$ cat src/rtl/instruction_fetch_unit_if.sv
// Fetch-stage bundle: redirect/stall inputs, instruction memory port and the IF/ID outputs.
// master = fetch unit side, slave = surrounding pipeline / memory side.
interface instruction_fetch_unit_if;
   logic        do_jump;
   logic [31:0] jump_addr;
   logic        stall;
   logic [31:0] imem_addr;
   logic [31:0] imem_rdata;
   logic [31:0] if_pc;
   logic [31:0] if_instr;
   logic        if_valid;
   logic        fetch_fault;

   modport master (
      input  do_jump, jump_addr, stall, imem_rdata,
      output imem_addr, if_pc, if_instr, if_valid, fetch_fault
   );

   modport slave (
      output do_jump, jump_addr, stall, imem_rdata,
      input  imem_addr, if_pc, if_instr, if_valid, fetch_fault
   );
endinterface

$ cat src/rtl/instruction_fetch_unit.sv
// Instruction fetch stage: owns the PC, drives a 1-cycle synchronous imem, presents IF/ID to decode.
// Optional misaligned-jump trap (FAULT state) built only when JUMP_ALIGN_CHECK_EN is defined.
module instruction_fetch_unit #(
   parameter logic [31:0] RESET_PC = 32'h0000_0000,
   parameter int unsigned PC_STEP  = 4
) (
   input logic                        sys_clk,
   input logic                        rst_n,
   instruction_fetch_unit_if.master   fb
);

   logic [31:0] pc_req;
   logic [31:0] if_pc_q;
   logic [31:0] hold_reg;
   logic        if_valid_q;
   logic        held;
   logic [31:0] jump_tgt;
   logic        jump_bad;
   logic        running;
   logic        fault_out;

   assign jump_tgt = fb.jump_addr & ~32'h0000_0003;

`ifdef JUMP_ALIGN_CHECK_EN
   typedef enum logic {RUN = 1'b0, FAULT = 1'b1} state_t;
   state_t state, state_nxt;

   assign jump_bad = fb.do_jump && (fb.jump_addr[1:0] != 2'b00);

   always_ff @(posedge sys_clk or negedge rst_n) begin
      if (!rst_n) state <= RUN;
      else        state <= state_nxt;
   end

   always_comb begin
      state_nxt = state;
      if (state == RUN && jump_bad) state_nxt = FAULT;
   end

   always_comb begin
      fault_out = 1'b0;
      running   = 1'b1;
      if (state == FAULT) begin
         fault_out = 1'b1;
         running   = 1'b0;
      end
   end
`else
   assign jump_bad  = 1'b0;
   assign running   = 1'b1;
   assign fault_out = 1'b0;
`endif

   // Fetch request / IF-ID stage boundary
   always_ff @(posedge sys_clk or negedge rst_n) begin
      if (!rst_n) begin
         pc_req     <= RESET_PC;
         if_pc_q    <= RESET_PC;
         if_valid_q <= 1'b0;
         held       <= 1'b0;
         hold_reg   <= 32'h0;
      end else if (!running) begin
         if_valid_q <= 1'b0;
      end else if (fb.do_jump) begin
         // Squash the in-flight fetch; a trapped jump leaves pc_req untouched.
         if_valid_q <= 1'b0;
         if (!jump_bad) begin
            pc_req <= jump_tgt;
            held   <= 1'b0;
         end
      end else if (fb.stall) begin
         hold_reg <= fb.if_instr;
         held     <= 1'b1;
      end else begin
         if_pc_q    <= pc_req;
         if_valid_q <= 1'b1;
         pc_req     <= pc_req + 32'(PC_STEP);
         held       <= 1'b0;
      end
   end

   // imem keeps reading pc_req during a stall, so rdata is already correct on release.
   assign fb.imem_addr   = pc_req;
   assign fb.if_pc       = if_pc_q;
   assign fb.if_valid    = if_valid_q;
   assign fb.if_instr    = held ? hold_reg : fb.imem_rdata;
   assign fb.fetch_fault = fault_out;

endmodule

$ cat src/flat_wrapper.sv
// flat-port wrapper written by rule: the top's interface ports become plain ports
module instruction_fetch_unit_flat 
#(
   parameter logic [31:0] RESET_PC = 32'h0000_0000,
   parameter int unsigned PC_STEP  = 4
)
  (sys_clk, rst_n, fb_do_jump, fb_jump_addr, fb_stall, fb_imem_rdata, fb_imem_addr, fb_if_pc, fb_if_instr, fb_if_valid, fb_fetch_fault);
  instruction_fetch_unit_if fb_i ();
  input logic sys_clk;
  input logic rst_n;
  input wire logic [$bits(fb_i.do_jump)-1:0] fb_do_jump;
  input wire logic [$bits(fb_i.jump_addr)-1:0] fb_jump_addr;
  input wire logic [$bits(fb_i.stall)-1:0] fb_stall;
  input wire logic [$bits(fb_i.imem_rdata)-1:0] fb_imem_rdata;
  output wire logic [$bits(fb_i.imem_addr)-1:0] fb_imem_addr;
  output wire logic [$bits(fb_i.if_pc)-1:0] fb_if_pc;
  output wire logic [$bits(fb_i.if_instr)-1:0] fb_if_instr;
  output wire logic [$bits(fb_i.if_valid)-1:0] fb_if_valid;
  output wire logic [$bits(fb_i.fetch_fault)-1:0] fb_fetch_fault;
  assign fb_i.do_jump = fb_do_jump;
  assign fb_i.jump_addr = fb_jump_addr;
  assign fb_i.stall = fb_stall;
  assign fb_i.imem_rdata = fb_imem_rdata;
  assign fb_imem_addr = fb_i.imem_addr;
  assign fb_if_pc = fb_i.if_pc;
  assign fb_if_instr = fb_i.if_instr;
  assign fb_if_valid = fb_i.if_valid;
  assign fb_fetch_fault = fb_i.fetch_fault;
  instruction_fetch_unit #(.RESET_PC(RESET_PC), .PC_STEP(PC_STEP)) u_core (.sys_clk(sys_clk), .rst_n(rst_n), .fb(fb_i));
endmodule
$ cat config.mk
export PLATFORM = sky130hd
export DESIGN_NAME = instruction_fetch_unit_flat
export DESIGN_NICKNAME = d
export VERILOG_FILES = /design/src/rtl/instruction_fetch_unit_if.sv /design/src/rtl/instruction_fetch_unit.sv /design/src/flat_wrapper.sv
export SDC_FILE = /design/constraint.sdc
export NUM_CORES = 1
export LEC_CHECK = 0
export BUFFER_PORTS_ARGS = -buffer_cell sky130_fd_sc_hd__buf_2
export CORE_AREA = 5 5 106 108
export DETAILED_ROUTE_END_ITERATION = 16
export DIE_AREA = 0 0 111 113
export GPL_TIMING_DRIVEN = 0
export PLACE_DENSITY = 0.76
export SYNTH_ARGS = -nofsm -noshare
export SYNTH_HDL_FRONTEND = slang
export SYNTH_SLANG_ARGS = --single-unit
$ cat constraint.sdc
create_clock -name sys_clk -period 2.11 [get_ports sys_clk]
set_input_delay 0.422 -clock sys_clk [delete_from_list [all_inputs] [get_ports sys_clk]]
set_output_delay 0.422 -clock sys_clk [all_outputs]
set_load 0.01 [all_outputs]
**Yosys cells after proc, flatten, opt, wreduce, memory -nomap -nowiden**

Index checks and enable logic that the tools add are counted.

- $add $sub $neg: 1
- Reduce and logical (&&, ||, !) cells: 2
- Equal/unequal tests: 1
- Bitwise gates (word level): 2
- Mux-type cells: 7

Operators by type and width:

| kind | number |
|---|---|
| 32-bit two-way mux | 3 |
| 32-bit by 3-bit adder with 32-bit output (second input constant) | 1 |
| 1-bit two-way mux | 4 |
| 2-bit AND reduction | 2 |
| 2-bit != test (second input constant) | 1 |
| 1-bit inverter | 2 |

- Register bits after elaboration: 98
- Output and inout port bits: 98
- Bits of input ports: 68
- Word-level logic and storage cells: 18

**Longest topological paths before layout**

- Depth after elaboration: 3
- Depth in mapped cells: 7
- Depth with buffers taken out: 5

**Least setup slack after synthesis**

Ideal clock, no wire load.

- Path kind: register to register
- Start: register u_core.pc_req[2], in the netlist u_core.fb.imem_addr[2]
- End: register u_core.pc_req[26], in the netlist u_core.fb.imem_addr[26]
- Setup time: 0.137 ns
- Cell stages (with the launch flop): 7
- Clock period less this slack: 2.188 ns
- Data required time: 1.973 ns
- Arrival time: 2.051 ns
- Path buffers: 1
- Path slack: -0.078 ns
- Cells stage by stage: dfrtp_1 > ha_1 > nand4b_1 > or4_1 > buf_2 > o311ai_0 > nand3_1

- Longest elaborated chain between the ends: 3

Ends and longest elaborated chain:

| what | RTL line | source |
|---|---|---|
| start: declaration | instruction_fetch_unit.sv:12 | `logic [31:0] pc_req;` |
| start signal: assignment | instruction_fetch_unit.sv:68 | `pc_req <= jump_tgt;` |
| start signal: assignment | instruction_fetch_unit.sv:77 | `pc_req <= pc_req + 32'(PC_STEP);` |
| 32-bit by 3-bit adder with 32-bit output | instruction_fetch_unit.sv:77 |  |
| 32-bit two-way mux | instruction_fetch_unit.sv:71 | `end else if (fb.stall) begin` |
| 32-bit two-way mux | instruction_fetch_unit.sv:64 | `end else if (fb.do_jump) begin` |

No other way between the ends. The select of a mux whose other input is x is not followed.
A chain may end at the register's enable or synchronous reset.

**Final worst setup path**

- Start: register u_core.pc_req[5], in the netlist u_core.fb.imem_addr[5]
- End: register u_core.pc_req[17], in the netlist u_core.fb.imem_addr[17]

Same word-level chain as after synthesis.

==> metrics.md <==
| Metric | Value |
|---|---|
| Run status | finished with violations |
| Violated checks | setup timing |
| Worst setup EP type | register |
| Synth Warn # | 0 |
| Min Tclk post-route | roughly 2.2 ns |
| Worst Path Arrival | between 2 and 2.5 ns |
| Worst path top cell family by delay | simple AND/OR/NAND/NOR gates |
| Hold Slack | between 0.2 and 0.3 ns |
| Cell area after synthesis | 0.00450 sq mm |
| CTS buffer count | 9 |
| Power Total | roughly 4.4 mW |
| Clock Latency Late Sink | around 0.37 ns |
| Iter 0 DRT Violations | approximately 220 |
| Post-Route Skew | ~0.012 ns |
| Vias | 4024 |
| CP Class | register to register |
| PnR worst setup slack | -0.0625 ns |
| Synth unique cells | 37 |
| Average size of a mapped cell | a little under 10 sq um |
| Die Span Y | around 110 microns |
| Layout Nets | 711 |
| H-tree levels | 3 |
| Synthesized flop and latch total | 94 |
| Crit path launch type | register |
| Fin crit share | 103% |
| Routed wire length | approximately 13000 microns |
| ANT nets after route | 0 |
| Pin count of the biggest net entering global routing | between 70 and 80 |
| Layout overhead on the synthesized area | 31.3% |
| First-pass GRT wire length | a little over 20000 microns |
| Slowest stage delay, CP | roughly 0.70 ns |
| Max reg flops | 32 |
| Initial Util | between 40 and 50% |
| Detailed Routing Iterations Pass 1 | 5 |
| Share of the synthesized area in the top cell type | a little over half |
| Rel. slew slack | about 45% |
| PwrDens | about 740 mW/mm^2 |
| DRC viols | 0 |
| Area of the multi-input gates | around 0.002 sq mm |
| Initial antenna violation count | 0 |
| Final Max Tran Viols | 0 |
| Wire length per cell | approximately 16 microns |
| Row Count | 37 |
| Vias in the first global route | roughly 4.1k |
| Syn Inst Count | roughly 450 |
| CTS root buf | clkbuf_8 |
| Placed wire-length estimate | 9350 microns |
| TritonCTS clock tree | built |
| RSZ-0062 raised after global routing | true |
| Setup violators final | 3 |
| Total of max-cap violations | 0 |
| Die ar. | about 0.013 sq mm |
| Top cell type by total area after synthesis | dfrtp_1 |
| Total I/O pin count | 166 |
| Worst VDD drop | ~0.38 mV |
| Core area | a little over 0.01 sq mm |
| CTS sink cnt | 94 |
| Worst-margin pin slew | a little over 0.8 ns |
| Required time of the critical path | 2.35 ns |
| CTS max path bufs | 2 |
| Top cells by area, synth | dfrtp_1 (52%), mux2_2 (14%), nand2_1 (11%), o21ai_0 (2.3%), or4_1 (2.0%) |
| Final core occ | about three fifths |
| Critical path's slowest cell | nor4_1 |
| Buf/Inv on CP | 1 |
| Gpl congestion | 0.870 |
| GRT overflow | 0 |
| Layout fillers | a little under 900 |
| F_max | approximately 0.46 GHz |
| Seq/Total Area, Yosys | between 50% and 60% |
| Clock-pin slew on the worst setup and hold paths | between 0.1 and 0.15 ns |
| GRT Total Usage | 19.9% |
| Die width | 111 microns |
| Pre-CTS setup slack | -0.385 ns |
| FF+latch area | about 0.0024 sq mm |
| Endpoints failing hold | 0 |
| Crit Path Max Fanout | 6 |
| Share of cells above drive strength 1 | between 40% and 50% |
| Setup TNS | -0.106 ns |
| Vias/cell | 5.14 |
| Diode count | 0 |
| Worst hold-check path type | input port to register |
| Cell breakdown of the critical path | buf_4, nand4_1, nor4_1, nand3_1, o311ai_0 |
| Port Buffers | 156 |
| Leakage Power | 2.86 nW |
[layout by cell type (no fill, tap or decap), types with 7 or more instances in the layout]
master / count
dfrtp_2: 11
mux2_2: 55
o211ai_1: 7
or4_1: 10
dfrtp_1: 83
buf_4: 25
o21ai_0: 21
clkbuf_1: 14
clkbuf_8: 9
o31ai_1: 8
buf_2: 156
a31oi_1: 11
nor2_1: 12
nand2_1: 133
nand3_1: 11
nand4_1: 8
inv_1: 10
[report_power, final]
group	switching, mW	total, mW	internal (mW)
combinational	0.532	1.00	0.473
sequential	0.185	2.24	2.05
clock	0.692	1.15	0.456
total	1.41	4.39	2.98
[worst paths after layout]
check	to	depth (start not counted)	startpoint	slack, ns
worst max-delay path	u_core.fb.imem_addr[17]	5	u_core.fb.imem_addr[5]	-0.06
worst max register to register	u_core.fb.imem_addr[17]	5	u_core.fb.imem_addr[5]	-0.06
min in group asynchronous	u_core.hold_reg[3]	2	rst_n	0.51
max in group asynchronous	u_core.fb.imem_addr[14]	3	rst_n	0.94
worst min register to register	u_core.hold_reg[20]	2	u_core.hold_reg[20]	0.48
worst min-delay path	u_core.fb.imem_addr[8]	3	fb_jump_addr[8]	0.26
[per-stage QoR]
stage / area, sq um / cells
2_1_floorplan: 4520 / 457
3_3_place_gp: 5470 / 749
3_5_place_dp: 5500 / 750
4_1_cts: 5770 / 773
5_1_grt: 5900 / 783
6_report: 5900 / 783
[worst register-to-register path: stages (launching register included)]
cell	delay, ns
dfrtp_2	0.44
buf_4	0.13
nand4_1	0.09
nor4_1	0.70
nand3_1	0.31
o311ai_0	0.37
[repair_timing]
action	CTS	global route
resized for setup	16	15
pin swaps	0	7
hold buffers	1	0
setup endpoints to repair	49	30
setup buffers	7	11
endpoints found under the hold margin	22	0
cloned	0	0
[cells by family after synthesis]
logic type	after synthesis	share of synthesized area, %
compound gates	52	7.26
xor+xnor	10	1.95
fa+ha+maj	1	0.278
buf+inv	41	4.06
flops	94	52.3
mux	56	14.0
other cells	1	0.0834
simple gates	198	20.0
[layout make-up]
type | instances | area share, %
buffer | 29 | 2.80
sequential | 94 | 40.1
clock inverter | 7 | 1.06
tap | 136 | 2.88
timing repair buffer | 176 | 16.5
clock buffer | 9 | 2.10
multi-input combinational | 322 | 34.0
inverter | 10 | 0.636
[synthesized netlist by cell type]
| cell type | n |
|---|---|
| conb_1 | 1 |
| dfrtp_1 | 94 |
| xnor2_1 | 6 |
| nor2b_1 | 1 |
| o31ai_1 | 8 |
| o311ai_0 | 4 |
| nand3b_1 | 1 |
| buf_4 | 5 |
| ha_1 | 1 |
| nor4_1 | 2 |
| o211ai_1 | 7 |
| or4_4 | 1 |
| buf_6 | 1 |
| nand4_2 | 1 |
| nor2_1 | 12 |
| mux2i_1 | 1 |
| and4_1 | 1 |
| or3_2 | 2 |
| a31oi_1 | 11 |
| nand4_1 | 8 |
| nand2_1 | 133 |
| inv_1 | 10 |
| nand3_1 | 11 |
| a21oi_1 | 1 |
| and4_2 | 1 |
| mux2_2 | 55 |
| and2_1 | 1 |
| or2_2 | 1 |
| clkbuf_1 | 19 |
| nor3_1 | 4 |
| nand4b_1 | 3 |
| or4_1 | 12 |
| or3_1 | 3 |
| buf_2 | 2 |
| o21ai_0 | 21 |
| buf_1 | 4 |
| xor2_1 | 4 |
[routing by layer]
layer,part of all wire (%),routed length [microns],vias to the layer above,track usage [%]
li1,-,-,1934,-
met1,42,5290,1902,24.4
met2,48,6020,176,33.9
met3,8.8,1100,12,6.47
met4,1.0,130,0,5.42
met5,0,0,-,0
(Power assumes the default switching activity.)
